===== src/rtl/ps2_pkg.sv =====
`default_nettype none
// +--------------------------------------------------------------------------+
// | Module  : ps2_pkg                                                        |
// | Purpose : Shared constants, FSM state enum and event struct for the     |
// |           PS/2 scancode decoder.                                         |
// | Revision: 1.0                                                            |
// +--------------------------------------------------------------------------+
package ps2_pkg;

    localparam logic [7:0] c_prefix_e0  = 8'hE0;
    localparam logic [7:0] c_prefix_f0  = 8'hF0;

    localparam logic [7:0] c_discard_00 = 8'h00;
    localparam logic [7:0] c_discard_ff = 8'hFF;
    localparam logic [7:0] c_discard_aa = 8'hAA;
    localparam logic [7:0] c_discard_fa = 8'hFA;
    localparam logic [7:0] c_discard_fe = 8'hFE;

    localparam logic [7:0] c_key_q = 8'h15;
    localparam logic [7:0] c_key_a = 8'h1C;
    localparam logic [7:0] c_key_w = 8'h1D;
    localparam logic [7:0] c_key_s = 8'h1B;
    localparam logic [7:0] c_key_e = 8'h24;
    localparam logic [7:0] c_key_d = 8'h23;
    localparam logic [7:0] c_key_r = 8'h2D;
    localparam logic [7:0] c_key_f = 8'h2B;
    localparam logic [7:0] c_key_t = 8'h2C;
    localparam logic [7:0] c_key_g = 8'h34;
    localparam logic [7:0] c_key_y = 8'h35;
    localparam logic [7:0] c_key_h = 8'h33;

    typedef enum logic [1:0] {
        ST_IDLE     = 2'd0,
        ST_GOT_E0   = 2'd1,
        ST_GOT_F0   = 2'd2,
        ST_GOT_E0F0 = 2'd3
    } ps2_state_e;

    typedef struct packed {
        logic [7:0] code;
        logic       brk;
        logic       ext;
    } ps2_event_t;

    // Bytes the keyboard sends as status/acknowledge, never as key codes.
    function automatic logic is_discard(input logic [7:0] code);
        return (code == c_discard_00) || (code == c_discard_ff) ||
               (code == c_discard_aa) || (code == c_discard_fa) ||
               (code == c_discard_fe);
    endfunction

    function automatic logic [11:0] key_mask(input logic [7:0] code);
        logic [11:0] m;
        m = 12'd0;
        case (code)
            c_key_q: m[0]  = 1'b1;
            c_key_a: m[1]  = 1'b1;
            c_key_w: m[2]  = 1'b1;
            c_key_s: m[3]  = 1'b1;
            c_key_e: m[4]  = 1'b1;
            c_key_d: m[5]  = 1'b1;
            c_key_r: m[6]  = 1'b1;
            c_key_f: m[7]  = 1'b1;
            c_key_t: m[8]  = 1'b1;
            c_key_g: m[9]  = 1'b1;
            c_key_y: m[10] = 1'b1;
            c_key_h: m[11] = 1'b1;
            default: m = 12'd0;
        endcase
        return m;
    endfunction

endpackage : ps2_pkg
`default_nettype wire


===== src/rtl/ps2_event_fifo.sv =====
`default_nettype none
// +--------------------------------------------------------------------------+
// | Module  : ps2_event_fifo                                                 |
// | Purpose : Synchronous event FIFO, valid/ready read side, full/empty.    |
// | Revision: 1.0                                                            |
// +--------------------------------------------------------------------------+
module ps2_event_fifo
    import ps2_pkg::*;
#(
    parameter int DEPTH = 4
) (
    input  logic       clk,
    input  logic       rst,
    input  logic       i_push,
    input  ps2_event_t i_data,
    output logic       o_full,
    output logic       o_empty,
    output logic       o_rd_valid,
    input  logic       i_rd_ready,
    output ps2_event_t o_rd_data
);

    localparam int c_aw = $clog2(DEPTH);

    ps2_event_t        mem_q [DEPTH];
    logic [c_aw-1:0]   wr_ptr_q, wr_ptr_d;
    logic [c_aw-1:0]   rd_ptr_q, rd_ptr_d;
    logic [c_aw:0]     count_q,  count_d;
    logic              w_push;
    logic              w_pop;

    assign o_full     = (count_q == (c_aw+1)'(DEPTH));
    assign o_empty    = (count_q == '0);
    assign o_rd_valid = ~o_empty;
    // Head reads as zero while empty so outputs match the reset state.
    assign o_rd_data  = o_empty ? '0 : mem_q[rd_ptr_q];

    assign w_pop  = i_rd_ready & ~o_empty;
    assign w_push = i_push & (~o_full | w_pop);

    always_comb begin
        wr_ptr_d = wr_ptr_q;
        rd_ptr_d = rd_ptr_q;
        count_d  = count_q;
        if (w_push) begin
            wr_ptr_d = wr_ptr_q + 1'b1;
        end
        if (w_pop) begin
            rd_ptr_d = rd_ptr_q + 1'b1;
        end
        case ({w_push, w_pop})
            2'b10:   count_d = count_q + 1'b1;
            2'b01:   count_d = count_q - 1'b1;
            default: count_d = count_q;
        endcase
    end

    always_ff @(posedge clk) begin
        if (rst) begin
            wr_ptr_q <= '0;
            rd_ptr_q <= '0;
            count_q  <= '0;
        end else begin
            wr_ptr_q <= wr_ptr_d;
            rd_ptr_q <= rd_ptr_d;
            count_q  <= count_d;
        end
    end

    always_ff @(posedge clk) begin
        if (w_push) begin
            mem_q[wr_ptr_q] <= i_data;
        end
    end

endmodule : ps2_event_fifo
`default_nettype wire


===== src/rtl/ps2_scancode_decoder.sv =====
`default_nettype none
// +--------------------------------------------------------------------------+
// | Module  : ps2_scancode_decoder                                           |
// | Purpose : PS/2 set-2 byte stream to press/release events with a held-   |
// |           key map. Define PS2_TYPEMATIC_FILTER_EN to drop repeats.      |
// | Revision: 1.0                                                            |
// +--------------------------------------------------------------------------+
module ps2_scancode_decoder
    import ps2_pkg::*;
#(
    parameter int FIFO_DEPTH  = 4,
    parameter int TIMEOUT_CYC = 2500000
) (
    input  logic        CLK,
    input  logic        RST,
    input  logic        BYTE_VALID,
    input  logic [7:0]  BYTE_DATA,
    input  logic        BYTE_ERR,
    output logic        EV_VALID,
    input  logic        EV_READY,
    output logic [7:0]  EV_CODE,
    output logic        EV_BREAK,
    output logic        EV_EXT,
    output logic [11:0] HELD,
    output logic        OVERFLOW,
    output logic [7:0]  ERR_CNT
);

    localparam int c_tmo_w = (TIMEOUT_CYC > 1) ? $clog2(TIMEOUT_CYC) : 1;

    ps2_state_e          state_q, state_d;
    logic [c_tmo_w-1:0]  tmo_q, tmo_d;
    logic                evt_valid_q, evt_valid_d;
    ps2_event_t          evt_q, evt_d;
    logic [11:0]         held_q, held_d;
    logic                ovf_q, ovf_d;
    logic [7:0]          err_cnt_q, err_cnt_d;

    logic                w_err_inc;
    logic                w_emit;
    logic [11:0]         w_mask;
    logic                w_repeat;
    logic                w_push;
    logic                w_pop;
    logic                w_full;
    logic                w_empty;
    logic                w_head_valid;
    ps2_event_t          w_head;

    // Decode stage: prefix FSM, timeout and error accounting.
    always_comb begin
        state_d     = state_q;
        tmo_d       = tmo_q;
        evt_valid_d = 1'b0;
        evt_d       = evt_q;
        w_err_inc   = 1'b0;
        w_emit      = 1'b0;
        if (BYTE_VALID) begin
            tmo_d = '0;
            if (BYTE_ERR) begin
                state_d   = ST_IDLE;
                w_err_inc = 1'b1;
            end else if (is_discard(BYTE_DATA)) begin
                state_d = ST_IDLE;
            end else begin
                case (state_q)
                    ST_IDLE: begin
                        if (BYTE_DATA == c_prefix_e0) begin
                            state_d = ST_GOT_E0;
                        end else if (BYTE_DATA == c_prefix_f0) begin
                            state_d = ST_GOT_F0;
                        end else begin
                            w_emit = 1'b1;
                        end
                    end
                    ST_GOT_E0: begin
                        if (BYTE_DATA == c_prefix_f0) begin
                            state_d = ST_GOT_E0F0;
                        end else if (BYTE_DATA == c_prefix_e0) begin
                            state_d   = ST_IDLE;
                            w_err_inc = 1'b1;
                        end else begin
                            w_emit = 1'b1;
                        end
                    end
                    default: begin
                        if ((BYTE_DATA == c_prefix_e0) || (BYTE_DATA == c_prefix_f0)) begin
                            state_d   = ST_IDLE;
                            w_err_inc = 1'b1;
                        end else begin
                            w_emit = 1'b1;
                        end
                    end
                endcase
                if (w_emit) begin
                    state_d     = ST_IDLE;
                    evt_valid_d = 1'b1;
                    evt_d.code  = BYTE_DATA;
                    evt_d.brk   = (state_q == ST_GOT_F0) || (state_q == ST_GOT_E0F0);
                    evt_d.ext   = (state_q == ST_GOT_E0) || (state_q == ST_GOT_E0F0);
                end
            end
        end else if (state_q != ST_IDLE) begin
            if (tmo_q == c_tmo_w'(TIMEOUT_CYC - 1)) begin
                state_d = ST_IDLE;
                tmo_d   = '0;
            end else begin
                tmo_d = tmo_q + 1'b1;
            end
        end
    end

    // Commit stage: FIFO push, held-key map, overflow and error counter.
    always_comb begin
        w_mask = key_mask(evt_q.code) & {12{~evt_q.ext}};
`ifdef PS2_TYPEMATIC_FILTER_EN
        w_repeat = ~evt_q.brk & (|(w_mask & held_q));
`else
        w_repeat = 1'b0;
`endif
        w_push = evt_valid_q & ~w_repeat;
        w_pop  = w_head_valid & EV_READY;

        held_d = held_q;
        if (evt_valid_q) begin
            held_d = evt_q.brk ? (held_q & ~w_mask) : (held_q | w_mask);
        end

        ovf_d = ovf_q | (w_push & w_full & ~w_pop);

        err_cnt_d = err_cnt_q;
        if (w_err_inc && (err_cnt_q != 8'hFF)) begin
            err_cnt_d = err_cnt_q + 8'd1;
        end
    end

    always_ff @(posedge CLK) begin
        if (RST) begin
            state_q     <= ST_IDLE;
            tmo_q       <= '0;
            evt_valid_q <= 1'b0;
            evt_q       <= '0;
            held_q      <= '0;
            ovf_q       <= 1'b0;
            err_cnt_q   <= '0;
        end else begin
            state_q     <= state_d;
            tmo_q       <= tmo_d;
            evt_valid_q <= evt_valid_d;
            evt_q       <= evt_d;
            held_q      <= held_d;
            ovf_q       <= ovf_d;
            err_cnt_q   <= err_cnt_d;
        end
    end

    ps2_event_fifo #(
        .DEPTH (FIFO_DEPTH)
    ) u_fifo (
        .clk        (CLK),
        .rst        (RST),
        .i_push     (w_push),
        .i_data     (evt_q),
        .o_full     (w_full),
        .o_empty    (w_empty),
        .o_rd_valid (w_head_valid),
        .i_rd_ready (EV_READY),
        .o_rd_data  (w_head)
    );

    assign EV_VALID = w_head_valid & ~w_empty;
    assign EV_CODE  = w_head.code;
    assign EV_BREAK = w_head.brk;
    assign EV_EXT   = w_head.ext;
    assign HELD     = held_q;
    assign OVERFLOW = ovf_q;
    assign ERR_CNT  = err_cnt_q;

endmodule : ps2_scancode_decoder
`default_nettype wire


===== config.mk =====
export PLATFORM = sky130hd
export DESIGN_NAME = ps2_scancode_decoder
export DESIGN_NICKNAME = d
export VERILOG_FILES = /design/src/rtl/ps2_pkg.sv /design/src/rtl/ps2_event_fifo.sv /design/src/rtl/ps2_scancode_decoder.sv
export SDC_FILE = /design/constraint.sdc
export NUM_CORES = 1
export LEC_CHECK = 0
export CAP_MARGIN = 10
export CORE_MARGIN = 5
export CORE_UTILIZATION = 59
export CTS_BUF_LIST = sky130_fd_sc_hd__clkbuf_2
export CTS_CLUSTER_SIZE = 14
export DETAILED_ROUTE_END_ITERATION = 12
export PLACE_DENSITY = 0.8
export RECOVER_POWER = 25
export SYNTH_ARGS = -nofsm -noshare
export SYNTH_HDL_FRONTEND = slang
export SYNTH_SLANG_ARGS = --single-unit

===== constraint.sdc =====
create_clock -name CLK -period 3.1 [get_ports CLK]
set_input_delay 0.31 -clock CLK [delete_from_list [all_inputs] [get_ports CLK]]
set_output_delay 0.31 -clock CLK [all_outputs]
set_load 0.005 [all_outputs]

==> flow_metrics.tcl <==
set metrics [dict create \
    synthFlopType "dfxtp_1" \
    grt_overflow_total 0 \
    period_needed_ns 2.70 \
    critical-path-max-stage-delay_ns 0.63 \
    pwr-share-clk_pct 24.1 \
    reg2reg_depth 9 \
    cts_resized 0 \
    hpwl_um 6260 \
    setup_tns_ns 0 \
    netSwitchingFraction_pct 27.7 \
    power.leakage_nw 1.80 \
    syn_inst 414 \
    syn-num-nets 435 \
    busiest_layer "met2" \
    ys_types 45 \
    period_share_pct 87.1 \
    start_util_pct 59.8 \
    cp.depth 3 \
    cp.arrival_ns 2.39 \
    grt.total_usage_pct 18.8 \
    root_buffer "clkbuf_2" \
    htreeDepth 3 \
    via_per_inst 5.52 \
    hold_start "RST" \
    worstSetupPathType "reg2out" \
    r2r_start "u_fifo.count_q[0]" \
    cp-end-kind "output pin" \
    critPathMaxFanout 10 \
    rows 32 \
    met1_usage_pct 23.2 \
    die_w_um 98.0 \
    core_area_sq_um 7650 \
    final_layout_size_suffix_gt1_share_pct 9.29 \
    grt_pass1_vias 3157 \
    setup_violations 0 \
    diodes 0 \
    status "finished clean" \
    layout.nets 479 \
    areaGrowthSynthToFinish_pct 14.0 \
    cp_slowest_cell "dfxtp_2" \
    wl_per_cell_um 15.1 \
    finalHoldViolations 0 \
    clock_sinks 105 \
    irDropWorstVdd_mv 0.188 \
    relSlewSlack_pct 47.4 \
    cts_tree "done" \
    start_kind "flop" \
    wl_um 8560 \
    cp.required_ns 2.79 \
    fp.dieArea_sq_um 9610 \
    ctsHoldBuffers 0 \
    ys_async_sr_fraction_pct 0 \
    cts_buffers 9 \
    power.switching_mw 0.690 \
    grt_use_met2_pct 32.9 \
    drt_iter0_drc 115 \
    grtUsageMet3_pct 3.43 \
    first_pass_iters 4 \
    rsz0062_at_grt "false" \
    timing.fmax_ghz 0.370 \
    fin_worst_skew_ns 0.0430 \
    ant_nets 0 \
    grt_max_degree 32 \
    cts_setup_buffers 0 \
    tightest_slew_ns 0.779 \
    grt_pass1_wl_um 14800 \
    die_y_um 98.0 \
    worstPathCellList "mux4_2, and2_1, clkdlybuf4s50_1" \
    seq_area_frac_synth_pct 54.7 \
    critPathCapture "EV_CODE[0]" \
    clock_path_buffers 2 \
    clock_latency_ns 0.58 \
    reg2reg_setup_slack_ns 0.70 \
    internal-power_mw 1.80 \
    min_path_type "in2reg" \
    dr_total_vias 3116 \
    r2r-end "u_fifo.count_q[2]" \
    cts.clk_slew.worst_paths_ns 0.32 \
    crit_family "flip-flops" \
    ios 45 \
    dp.cells 549 \
    antenna_found_initial 0 \
    port_buffers 44 \
    synth-edff-count 40 \
    place.gp.congestion 0.827 \
    syn_area_sq_um 4570 \
    syn_area_per_cell_sq_um 11.0 \
    route.detailed.drc 0 \
    yosysWarnings 0 \
    instances_no_fill 565 \
    drv_cap 0 \
    p_comb_share_pct 14.6 \
    p_seq_share_pct 61.3 \
    final_max_slew_viol_count 0 \
    cp_num_buf_inv 1 \
    p_per_area_nw_per_um2 478 \
    synth.ff_latch_count 105 \
]
placed cells by master, fill, tap and decap left out, drive strengths merged, types with 8 or more instances in the layout:
master	instances
nor2	79
dfxtp	65
clkdlybuf4s50	44
edfxtp	40
nand2	19
mux2i	18
and2	16
xnor2	15
inv	15
nand3	14
xor2	13
nand4	13
a21oi	11
mux4	10
clkbuf	9
nor3	8
Yosys cell counts (3+ instances only):
| master | count | share of area [%] |
|---|---|---|
| buf_1 | 5 | 0.41 |
| nor2_1 | 79 | 6.5 |
| nor2b_1 | 6 | 0.82 |
| ha_1 | 7 | 1.9 |
| xor2_1 | 13 | 2.5 |
| nor4b_1 | 4 | 0.77 |
| nor4_1 | 4 | 0.55 |
| edfxtp_1 | 40 | 26 |
| a21oi_1 | 10 | 1.1 |
| a211oi_1 | 4 | 0.66 |
| xnor2_1 | 15 | 2.9 |
| nand3_1 | 14 | 1.5 |
| clkbuf_1 | 7 | 0.57 |
| dfxtp_1 | 65 | 28 |
| nor4_4 | 3 | 1.4 |
| inv_1 | 14 | 1.1 |
| nor3_1 | 7 | 0.77 |
| or3_1 | 4 | 0.55 |
| nand4_1 | 12 | 1.6 |
| mux4_2 | 10 | 4.9 |
| a31o_2 | 3 | 0.57 |
| nand2_1 | 19 | 1.6 |
| and3_1 | 3 | 0.41 |
| o21ai_0 | 7 | 0.77 |
| and2_1 | 16 | 2.2 |
| nand2b_1 | 3 | 0.41 |
| mux2i_1 | 18 | 3.9 |
cell type report:
class	instances	area [sq um]
clock buffer	9	45.0
multi-input combinational	279	1940
tap	102	128
sequential	105	2500
fill	591	2430
timing repair buffer	49	478
clock inverter	7	66.3
inverter	14	52.6
worst min-delay path by stage:
stage | to | slack (ns) | depth (start not counted)
6_report | tmo_q[2] | 0.40 | 2
5_1_grt | evt_q[8] | 0.38 | 3
3_5_place_dp | OVERFLOW | 0.46 | 2
3_3_place_gp | OVERFLOW | 0.46 | 2
2_1_floorplan | tmo_q[1] | 0.39 | 1
4_1_cts | tmo_q[2] | 0.37 | 2
layer usage:
layer,vias to the layer above,routed length [um]
met5,-,0
met4,0,130
met3,12,309
met2,47,4360
met1,1500,3760
li1,1557,-
cells by family after synthesis:
group	count (synthesis)	synth area share (%)
AOI/OAI and AO/OA	32	4.65
muxes	29	9.11
adders and majority gates	8	2.35
and+or+nand+nor	182	20.9
xor gates and xnor gates	28	5.36
DFF	105	54.7
buffers and inverters	30	2.85
power by group through the flow:
stage | registers (mW) | clock network, mW | logic (mW)
6_report | 1.53 | 0.600 | 0.364
5_1_grt | 1.54 | 0.680 | 0.399
4_1_cts | 1.53 | 0.617 | 0.370
3_5_place_dp | 1.56 | 0 | 0.369
3_3_place_gp | 1.55 | 0 | 0.353
2_1_floorplan | 1.51 | 0 | 0.246
through the flow:
stage	utilization (%)	total power, mW	setup WS [ns]	area [sq um]	hold slack (ns)
6_report	68.2	2.49	0.400	5210	0.404
5_1_grt	68.2	2.62	0.206	5210	0.380
3_5_place_dp	66.7	1.93	0.385	5100	0.462
3_3_place_gp	66.7	1.90	0.547	5100	0.461
2_1_floorplan	-	1.76	0.915	4570	0.389
4_1_cts	68.1	2.52	0.0583	5210	0.368
(Power assumes the default switching activity.)
